$ cat src/rtl/huffman_pkg.sv
// rtl/huffman_pkg.sv - shared Huffman link definitions (symbols, table fields, decoder states)
package huffman_pkg;

  localparam logic [3:0] SYM_A = 4'hA;
  localparam logic [3:0] SYM_B = 4'hB;
  localparam logic [3:0] SYM_C = 4'hC;
  localparam logic [3:0] SYM_D = 4'hD;

  localparam int NUM_SYMS = 4;
  localparam int LEN_W    = 2;
  localparam int CODE_W   = 3;
  localparam int ENTRY_W  = LEN_W + CODE_W;
  localparam int TABLE_W  = NUM_SYMS * ENTRY_W;

  typedef enum logic [2:0] {
    ST_IDLE   = 3'd0,
    ST_SHIFT  = 3'd1,
    ST_EMIT   = 3'd2,
    ST_FINISH = 3'd3,
    ST_ERR    = 3'd4
  } state_e;

  // Table entry i always describes symbol SYM_A + i.
  function automatic logic [3:0] sym_of(input logic [1:0] idx);
    return SYM_A + {2'b00, idx};
  endfunction

endpackage

$ cat src/rtl/huffman_code_match.sv
// rtl/huffman_code_match.sv - combinational lookup of a candidate codeword in the code table
module huffman_code_match
  import huffman_pkg::*;
#(
  parameter int MAX_LEN = 3
) (
  input  logic [TABLE_W-1:0] code_table,
  input  logic [CODE_W-1:0]  cand_code,
  input  logic [LEN_W-1:0]   cand_len,
  output logic               hit,
  output logic [1:0]         sym_idx
);

  logic [CODE_W-1:0] mask;

  always_comb begin
    mask = '0;
    for (int b = 0; b < CODE_W; b++) begin
      mask[b] = (b < int'(cand_len));
    end
  end

  // Scan from the top so the lowest matching index is the one left standing.
  always_comb begin
    logic [LEN_W-1:0]  ent_len;
    logic [CODE_W-1:0] ent_code;
    hit      = 1'b0;
    sym_idx  = '0;
    ent_len  = '0;
    ent_code = '0;
    for (int e = NUM_SYMS - 1; e >= 0; e--) begin
      ent_len  = code_table[e*ENTRY_W+CODE_W +: LEN_W];
      ent_code = code_table[e*ENTRY_W +: CODE_W];
      if ((ent_len != '0) && (int'(ent_len) <= MAX_LEN) && (ent_len == cand_len) &&
          ((ent_code & mask) == (cand_code & mask))) begin
        hit     = 1'b1;
        sym_idx = 2'(e);
      end
    end
  end

endmodule

$ cat src/rtl/huffman_decode.sv
// rtl/huffman_decode.sv - serial MSB-first Huffman decoder with string reassembly
module huffman_decode
  import huffman_pkg::*;
#(
  parameter int NUM_CHARS = 7,
  parameter int MAX_LEN   = 3
) (
  input  logic                   CLK,
  input  logic                   nRST,
  input  logic                   START,
  input  logic [TABLE_W-1:0]     CODE_TABLE,
  input  logic                   BIT_IN,
  input  logic                   BIT_VALID,
  output logic                   BIT_READY,
  output logic [3:0]             CHAR_OUT,
  output logic                   CHAR_VALID,
  output logic [4*NUM_CHARS-1:0] CHARACTER_OUT,
  output logic                   DONE,
  output logic                   ERROR
);

  localparam int IDX_W = $clog2(NUM_CHARS);

  state_e                 state_q, state_d;
  logic [MAX_LEN-1:0]     sr_q, sr_d;
  logic [LEN_W-1:0]       len_q, len_d;
  logic [IDX_W-1:0]       idx_q, idx_d;
  logic [TABLE_W-1:0]     table_q, table_d;
  logic [1:0]             sym_q, sym_d;
  logic [4*NUM_CHARS-1:0] chars_q, chars_d;

  logic [MAX_LEN-1:0] new_code;
  logic [LEN_W-1:0]   new_len;
  logic               hit;
  logic [1:0]         hit_idx;

  assign new_code = {sr_q[MAX_LEN-2:0], BIT_IN};
  assign new_len  = len_q + LEN_W'(1);

  huffman_code_match #(
    .MAX_LEN (MAX_LEN)
  ) u_match (
    .code_table (table_q),
    .cand_code  (CODE_W'(new_code)),
    .cand_len   (new_len),
    .hit        (hit),
    .sym_idx    (hit_idx)
  );

  always_ff @(posedge CLK or negedge nRST) begin
    if (!nRST) begin
      state_q <= ST_IDLE;
      sr_q    <= '0;
      len_q   <= '0;
      idx_q   <= '0;
      table_q <= '0;
      sym_q   <= '0;
      chars_q <= '0;
    end else begin
      state_q <= state_d;
      sr_q    <= sr_d;
      len_q   <= len_d;
      idx_q   <= idx_d;
      table_q <= table_d;
      sym_q   <= sym_d;
      chars_q <= chars_d;
    end
  end

  always_comb begin
    state_d    = state_q;
    sr_d       = sr_q;
    len_d      = len_q;
    idx_d      = idx_q;
    table_d    = table_q;
    sym_d      = sym_q;
    chars_d    = chars_q;
    BIT_READY  = 1'b0;
    CHAR_VALID = 1'b0;
    CHAR_OUT   = '0;
    DONE       = 1'b0;
    ERROR      = 1'b0;

    case (state_q)
      ST_IDLE, ST_FINISH, ST_ERR: begin
        DONE  = (state_q == ST_FINISH);
        ERROR = (state_q == ST_ERR);
        if (START) begin
          sr_d    = '0;
          len_d   = '0;
          idx_d   = '0;
          chars_d = '0;
          table_d = CODE_TABLE;
          state_d = ST_SHIFT;
        end
      end

      ST_SHIFT: begin
        BIT_READY = 1'b1;
        if (BIT_VALID) begin
          if (hit) begin
            // String slot is written here so it is already visible alongside CHAR_VALID.
            sym_d                 = hit_idx;
            chars_d[4*idx_q +: 4] = sym_of(hit_idx);
            state_d               = ST_EMIT;
          end else if (int'(new_len) == MAX_LEN) begin
            state_d = ST_ERR;
          end else begin
            sr_d  = new_code;
            len_d = new_len;
          end
        end
      end

      ST_EMIT: begin
        CHAR_VALID = 1'b1;
        CHAR_OUT   = sym_of(sym_q);
        idx_d      = idx_q + IDX_W'(1);
        sr_d       = '0;
        len_d      = '0;
        state_d    = (int'(idx_q) == NUM_CHARS - 1) ? ST_FINISH : ST_SHIFT;
      end

      default: state_d = ST_IDLE;
    endcase
  end

  assign CHARACTER_OUT = chars_q;

endmodule

$ cat config.mk
export PLATFORM = sky130hd
export DESIGN_NAME = huffman_decode
export DESIGN_NICKNAME = d
export VERILOG_FILES = /design/src/rtl/huffman_pkg.sv /design/src/rtl/huffman_code_match.sv /design/src/rtl/huffman_decode.sv
export SDC_FILE = /design/constraint.sdc
export NUM_CORES = 1
export LEC_CHECK = 0
export ABC_CLOCK_PERIOD_IN_PS = 2650
export CAP_MARGIN = 20
export CELL_PAD_IN_SITES_DETAIL_PLACEMENT = 2
export CELL_PAD_IN_SITES_GLOBAL_PLACEMENT = 2
export CORE_ASPECT_RATIO = 2
export CORE_MARGIN = 5
export CORE_UTILIZATION = 29
export DETAILED_ROUTE_END_ITERATION = 8
export GPL_ROUTABILITY_DRIVEN = 1
export PLACE_DENSITY = 0.76
export SLEW_MARGIN = 40
export SYNTH_ARGS = -nofsm -noshare
export SYNTH_HDL_FRONTEND = slang
export SYNTH_HIERARCHICAL = 1
export SYNTH_SLANG_ARGS = --single-unit
$ cat constraint.sdc
create_clock -name CLK -period 2.65 [get_ports CLK]
set_clock_uncertainty 0.15 [all_clocks]
set_input_delay 0.3975 -clock CLK [delete_from_list [all_inputs] [get_ports CLK]]
set_output_delay 0.3975 -clock CLK [all_outputs]
set_load 0.01 [all_outputs]
==> flow_summary.yaml <==
placed_design:
  port_buffers: 60
  place_area_um2: 3935
  preCtsSetupSlack_ns: -0.4207
  hpwl_mm: 7.721
  dp_cells: 523
  routabilityCongestion: 0.7937
detailed_routing:
  wirelength_mm: 11.20
  wl_met3_um: 432
  vias: 2764
  first_iter_violations: 119
  viasPerCell: 5.035
  final_antenna_net_count: 0
  wl_per_cell_um: 20.41
  maxUsedRoutingLayer: "met4"
  first_pass_iters: 4
  routedLengthMet1_mm: 3.853
  wl_met2_mm: 6.661
  drc_errors: 0
cts:
  cts_tree: "built"
  clock_path_buffers: 2
  cts-root-buf: "clkbuf_16"
  clk_latency_ns: 0.33
  clk_pin_slew_ns: 0.06
  cts.sinks: 60
  cts_buffers: 9
  h-tree-depth: 3
run_status:
  status: "finished with violations"
  violations: "negative hold slack, negative setup slack"
timing:
  slew_headroom_pct: 60.40
  rsz0062_at_grt: "yes"
  period_needed_ns: 2.774
  fin_ws_ns: -0.1236
  hold_viol_final: 13
  worst_slew_pin_slew_ns: 0.5939
  drv_slew: 0
  finalCritPeriodShare_pct: 104.7
  whs_ns: -0.01212
  setup_viol: 23
  max_freq_mhz: 360.5
worst_setup_path:
  arrival_ns: 2.84
  crit_buf_inv: 3
  worstPathCellList: "inv_2 -> buf_4 -> xor2_1 -> a2111oi_4 -> nand4_1 -> o221ai_2 -> nand3b_1 -> buf_6 -> nand3b_1 -> a31oi_2 -> nor2_2 -> mux2_4"
  slowest_delay_ns: 0.42
  required_ns: 2.71
  path_class: "flip-flop to flip-flop"
  crit_path_frequent_cell: "nand3b_1"
  crit_family: "compound AO/OA/AOI/OAI gates"
  slowest_stage: "a2111oi_4"
  start_kind: "flip-flop"
  cp_max_fo: 11
  crit_path_end_kind: "flip-flop"
hold_path:
  min_path_type: "input port to async pin"
synth:
  yosysUniqueCellTypes: 58
  async_flop_share_pct: 100.0
  ys.flop_type: "dfrtp_1"
  synth_top_area_share_pct: 48.62
  yosysMostFrequentCell: "nand2_1"
  synth_nets: 349
  ys_top_cells_by_count: "nand2_1 (89), dfrtp_1 (60), a22o_1 (18)"
  synth_edf_count: 0
  ys_ff_latch: 60
  synth.largest_area_cell: "dfrtp_1"
  seq_area_frac_synth_pct: 48.62
  avgSynthCellArea_um2: 9.711
  synth_area_leaders: "dfrtp_1 (49%), nand2_1 (11%), a22o_1 (5.1%)"
  syn-instance-count: 318
  netlist_area_um2: 3088
  yosys_warnings: 6
cells_and_area:
  post-route-cell-area_um2: 4404
  syn_to_final_growth_pct: 42.63
  num-nets-final: 438
  final_cells: 549
  antenna_cells: 0
  layout-drive-gt1-share_pct: 19.90
  fin_util_pct: 42.03
floorplanning:
  dieHeight_um: 155.9
  die_w_um: 82.97
  dieArea_um2: 12940
  core_um2: 10480
  initial_core_util_pct: 29.47
  rows: 53
  io_pins: 61
global_routing:
  grt-ovfl-total: 0
  grt_max_degree: 61
  grt_pass1_vias: 3301
  grt_usage_pct: 18.21
  grt_pass1_wl_mm: 18.24
  grt_antenna_before_repair: 0
power_and_ir_drop:
  ir_worst_vdd_uv: 532.4
  totalPowerFinal_mw: 5.120
  cellPowerDensity_nw_per_um2: 1163
  leakagePower_nw: 2.025
flow_run:
  max_cap_violations: 0
## cell type report
cell class / instances / area [µm²]
inverter: 14 / 60.06
tap: 137 / 171.4
clock buffer: 11 / 232.7
timing repair buffer: 93 / 850.8
multi-input combinational: 229 / 1525
fill: 1178 / 6073
sequential: 60 / 1501
clock inverter: 5 / 62.56
## power by group
| group | total, mW | switching, mW | internal, mW | leakage [nW] |
|---|---|---|---|---|
| Sequential | 1.35 | 0.206 | 1.14 | 0.799 |
| Combinational | 2.60 | 1.52 | 1.09 | 1.09 |
| Clock | 1.17 | 0.439 | 0.731 | 0.136 |
| Total | 5.12 | 2.16 | 2.96 | 2.03 |
## through the flow
| step | hold slack [ns] | TNS [ns] |
|---|---|---|
| 3_3_place_gp | 0.3056 | -7.912 |
| 5_1_grt | 0.03640 | -5.022 |
| 3_5_place_dp | 0.3275 | -11.48 |
| 2_1_floorplan | -0.04809 | 0 |
| 4_1_cts | 0.1113 | -1.335 |
| 6_report | -0.01212 | -1.393 |
## cells by family after synthesis
group | share of synthesized area (%)
AO/OA/AOI/OAI | 16.41
XOR/XNOR | 3.971
adder cells (fa/ha/maj) | 2.431
buffers and inverters | 5.105
flip-flops | 48.62
multiplexers | 1.661
AND/OR/NAND/NOR | 21.80
## registers in the layout (all words and copies together), names as in the netlist
name and count:
table_q 20, sym_q 2, state_q 3, len_q 2
idx_q 3, CHARACTER_OUT 28, sr_q 2
## layout by cell type (no fill, tap or decap), types with 4 or more instances in the layout
cell,n
nor3_1,4
dfrtp_1,60
xnor2_1,7
o22ai_1,4
nand3_1,5
clkdlybuf4s50_1,59
inv_1,9
and2_1,4
ha_1,5
a22o_1,18
o21ai_0,6
buf_4,31
a21oi_1,4
xor2_1,7
nand2_1,88
clkbuf_16,9
mux2i_1,4
nor2_1,11
## metal layers
metal | GRT usage [%] | up-vias
li1 | - | 1262
met1 | 17.10 | 1427
met2 | 36.91 | 56
met3 | 4.545 | 19
met4 | 6.625 | 0
met5 | 0 | -
## what timing repair did
action / in CTS / in global routing
pin swaps: 8 / 6
resized for setup: 16 / 10
hold buffers: 0 / 0
setup buffers: 9 / 3
setup endpoints to repair: 37 / 39
## path summary, 6_finish.rpt
kind	cells past startpoint	end	slack, ns	from
setup / recovery	12	state_q[1]	-0.12	len_q[0]
hold / removal	2	CHARACTER_OUT[22]	-0.01	nRST
setup reg to reg	12	state_q[1]	-0.12	len_q[0]
hold reg to reg	2	sym_q[0]	0.33	sym_q[0]
max in group asynchronous	2	len_q[1]	1.94	nRST
min in group CLK	2	sym_q[0]	0.33	sym_q[0]
No activity file was read; power rests on OpenSTA's default activity.
==> edit, RTL diff (same flow settings) <==
Re-encode `state_e` (5 states) as one-hot, 5 bits wide.
--- a/src/rtl/huffman_pkg.sv
+++ b/src/rtl/huffman_pkg.sv
@@ -14,8 +14,8 @@
 
-  typedef enum logic [2:0] {
-    ST_IDLE   = 3'd0,
-    ST_SHIFT  = 3'd1,
-    ST_EMIT   = 3'd2,
-    ST_FINISH = 3'd3,
-    ST_ERR    = 3'd4
+  typedef enum logic [4:0] {
+    ST_IDLE   = 5'b00001,
+    ST_SHIFT  = 5'b00010,
+    ST_EMIT   = 5'b00100,
+    ST_FINISH = 5'b01000,
+    ST_ERR    = 5'b10000
   } state_e;
Formal check against the unedited RTL: no difference found for any inputs over 4 cycles, from zero or initial values and one cycle with nRST low; so few cycles prove little.
==> edit against the original RTL <==
- the run ends with setup timing left
- power increased by 4.2%
- synthesized area grew 9.2%
- non-clock buffer count up 8
- sequential cell count grew 2
- cell area grew 10%
- worst setup slack worse by 62 ps
- via count rose by 1.7%
- hold slack improved by 340 ps
- die area grew 8.3%
- wire length is 6.0% higher
==> edit: results <==
outcome:
  run_status: "finished, violations left"
  violations: "setup timing"
grt:
  grt_pass1_wl_mm: 18.08
  antenna_found_initial: 0
  grtUsageTotal_pct: 17.18
  overflow: 0
  grt_max_degree: 38
  grt_pass1_vias: 3246
synth:
  ys_top_cells_by_area: "dfrtp_1 45%, mux2_4 6.7%, a22o_1 4.7%, nand2_1 3.3%, ha_1 2.2%"
  async_flop_share_pct: 100.0
  syn_avg_cell_area_um2: 11.12
  synth_common_cells: "61 x dfrtp_1, 30 x nand2_1, 18 x a22o_1"
  yosysUniqueCellTypes: 67
  synth_warnings: 6
  syn_nets: 334
  ys_seq_area_share_pct: 46.07
finish:
  layout-drive-gt1-share_pct: 31.54
  fill_cells: 1169
  diodes: 0
  largest_reg_flops: 28
  final_nets: 435
drt:
  viasPerCell: 5.100
  drt_iter0_markers: 71
  route.detailed.drc: 0
  vias: 2810
  wl_mm: 11.88
  first_pass_iters: 5
critical_path:
  critical_path.top_delay_family: "simple AND/OR/NAND/NOR gates"
  crit_arrival_ps: 2900
  crit_slowest_cell: "dfrtp_1"
  critPathMaxFanout: 6
  max_stage_delay_ps: 370
placement:
  pre_cts_ws_ps: -449.8
  gp_congestion: 0.7949
  dpl.cell_count: 523
  port_buffers: 60
  hpwl_mm: 8.551
timing:
  setup_violations: 29
  tightest_slew_ps: 644.2
  worst_slack_ps: -185.9
worst_hold_path:
  hp-class: "flip-flop to flip-flop"
pwr:
  leakage_nw: 2.151
  ir_drop_mv: 0.4282
  power_switching_mw: 2.198
cts:
  clk_latency_ps: 330
  cts-root-buf: "clkbuf_16"
  cts_made_buffers: 9
  htree_levels: 3
  path_clk_slew_ps: 60
  clockBufferDepth: 2
[edit: cell count changes after synthesis, sizes merged, moves of 3 or more]
cell / before / now
buf: 14 / 10
o22ai: 7 / 0
nand3: 5 / 8
nand2b: 2 / 6
mux2: 1 / 24
o21ai: 7 / 17
nor3: 4 / 9
inv: 12 / 16
nand2: 89 / 31
[edit: worst paths after layout]
kind                       slack (ps)                 to  depth (start not counted)               from
min                               330  CHARACTER_OUT[15]                          1  CHARACTER_OUT[15]
min in group asynchronous         480        table_q[11]                          2               nRST
max reg2reg                      -190  CHARACTER_OUT[22]                         13           len_q[0]
max in group asynchronous        1240   CHARACTER_OUT[0]                          3               nRST
min reg2reg                       330  CHARACTER_OUT[15]                          1  CHARACTER_OUT[15]
max                              -190  CHARACTER_OUT[22]                         13           len_q[0]
[edit: repair_timing]
action | in CTS | in global routing
resized for setup | 26 | 28
hold buffers | 1 | 0
setup endpoints to repair | 35 | 38
hold endpoints to repair | 24 | 0
setup buffers | 3 | 9
pin swaps | 14 | 11
[edit: power by group through the flow]
stage	registers [mW]	logic, mW	clock network, mW
4_1_cts	1.47	2.55	1.12
3_5_place_dp	1.48	2.34	0
5_1_grt	1.52	2.96	1.16
2_1_floorplan	1.37	1.55	0
6_report	1.48	2.76	1.10
3_3_place_gp	1.46	2.24	0
[edit: area by class of cell]
class | instances | share of cell area [%]
Timing Repair Buffer | 101 | 19.58
Multi-Input combinational cell | 214 | 37.60
Inverter | 16 | 1.441
Tap cell | 142 | 3.654
Sequential cell | 62 | 32.01
Clock inverter | 5 | 0.7205
Clock buffer | 11 | 4.992
[edit: cells by family after synthesis]
kind of cell,Yosys count,synth area share (%)
AOI/OAI and AO/OA,66,15.85
xor gates and xnor gates,15,3.898
adders and majority gates,6,2.227
buffers and inverters,27,4.268
DFF,62,46.07
muxes,27,10.58
and+or+nand+nor,100,17.11
[edit: metal layers]
metal  GRT usage [%]  wire, um
met1           16.52      4145
met2           33.73      7091
met3           3.291       290
met4           7.943       347
met5               0         0
[edit: per-stage QoR]
stage               instance area (um2)  total power [mW]  hold WS, ps  util [%]  TNS (ps)
detailed placement                 4300             3.824        306.9     37.87    -10060
global route                       4862             5.636        361.7     42.82     -8716
finish                             4862             5.336        330.6     42.82     -3883
global placement                   4300             3.702        300.9     37.87     -7403
floorplan                          3381             2.925       -48.09         -    -55.91
CTS                                4698             5.141        338.2     41.38     -3702
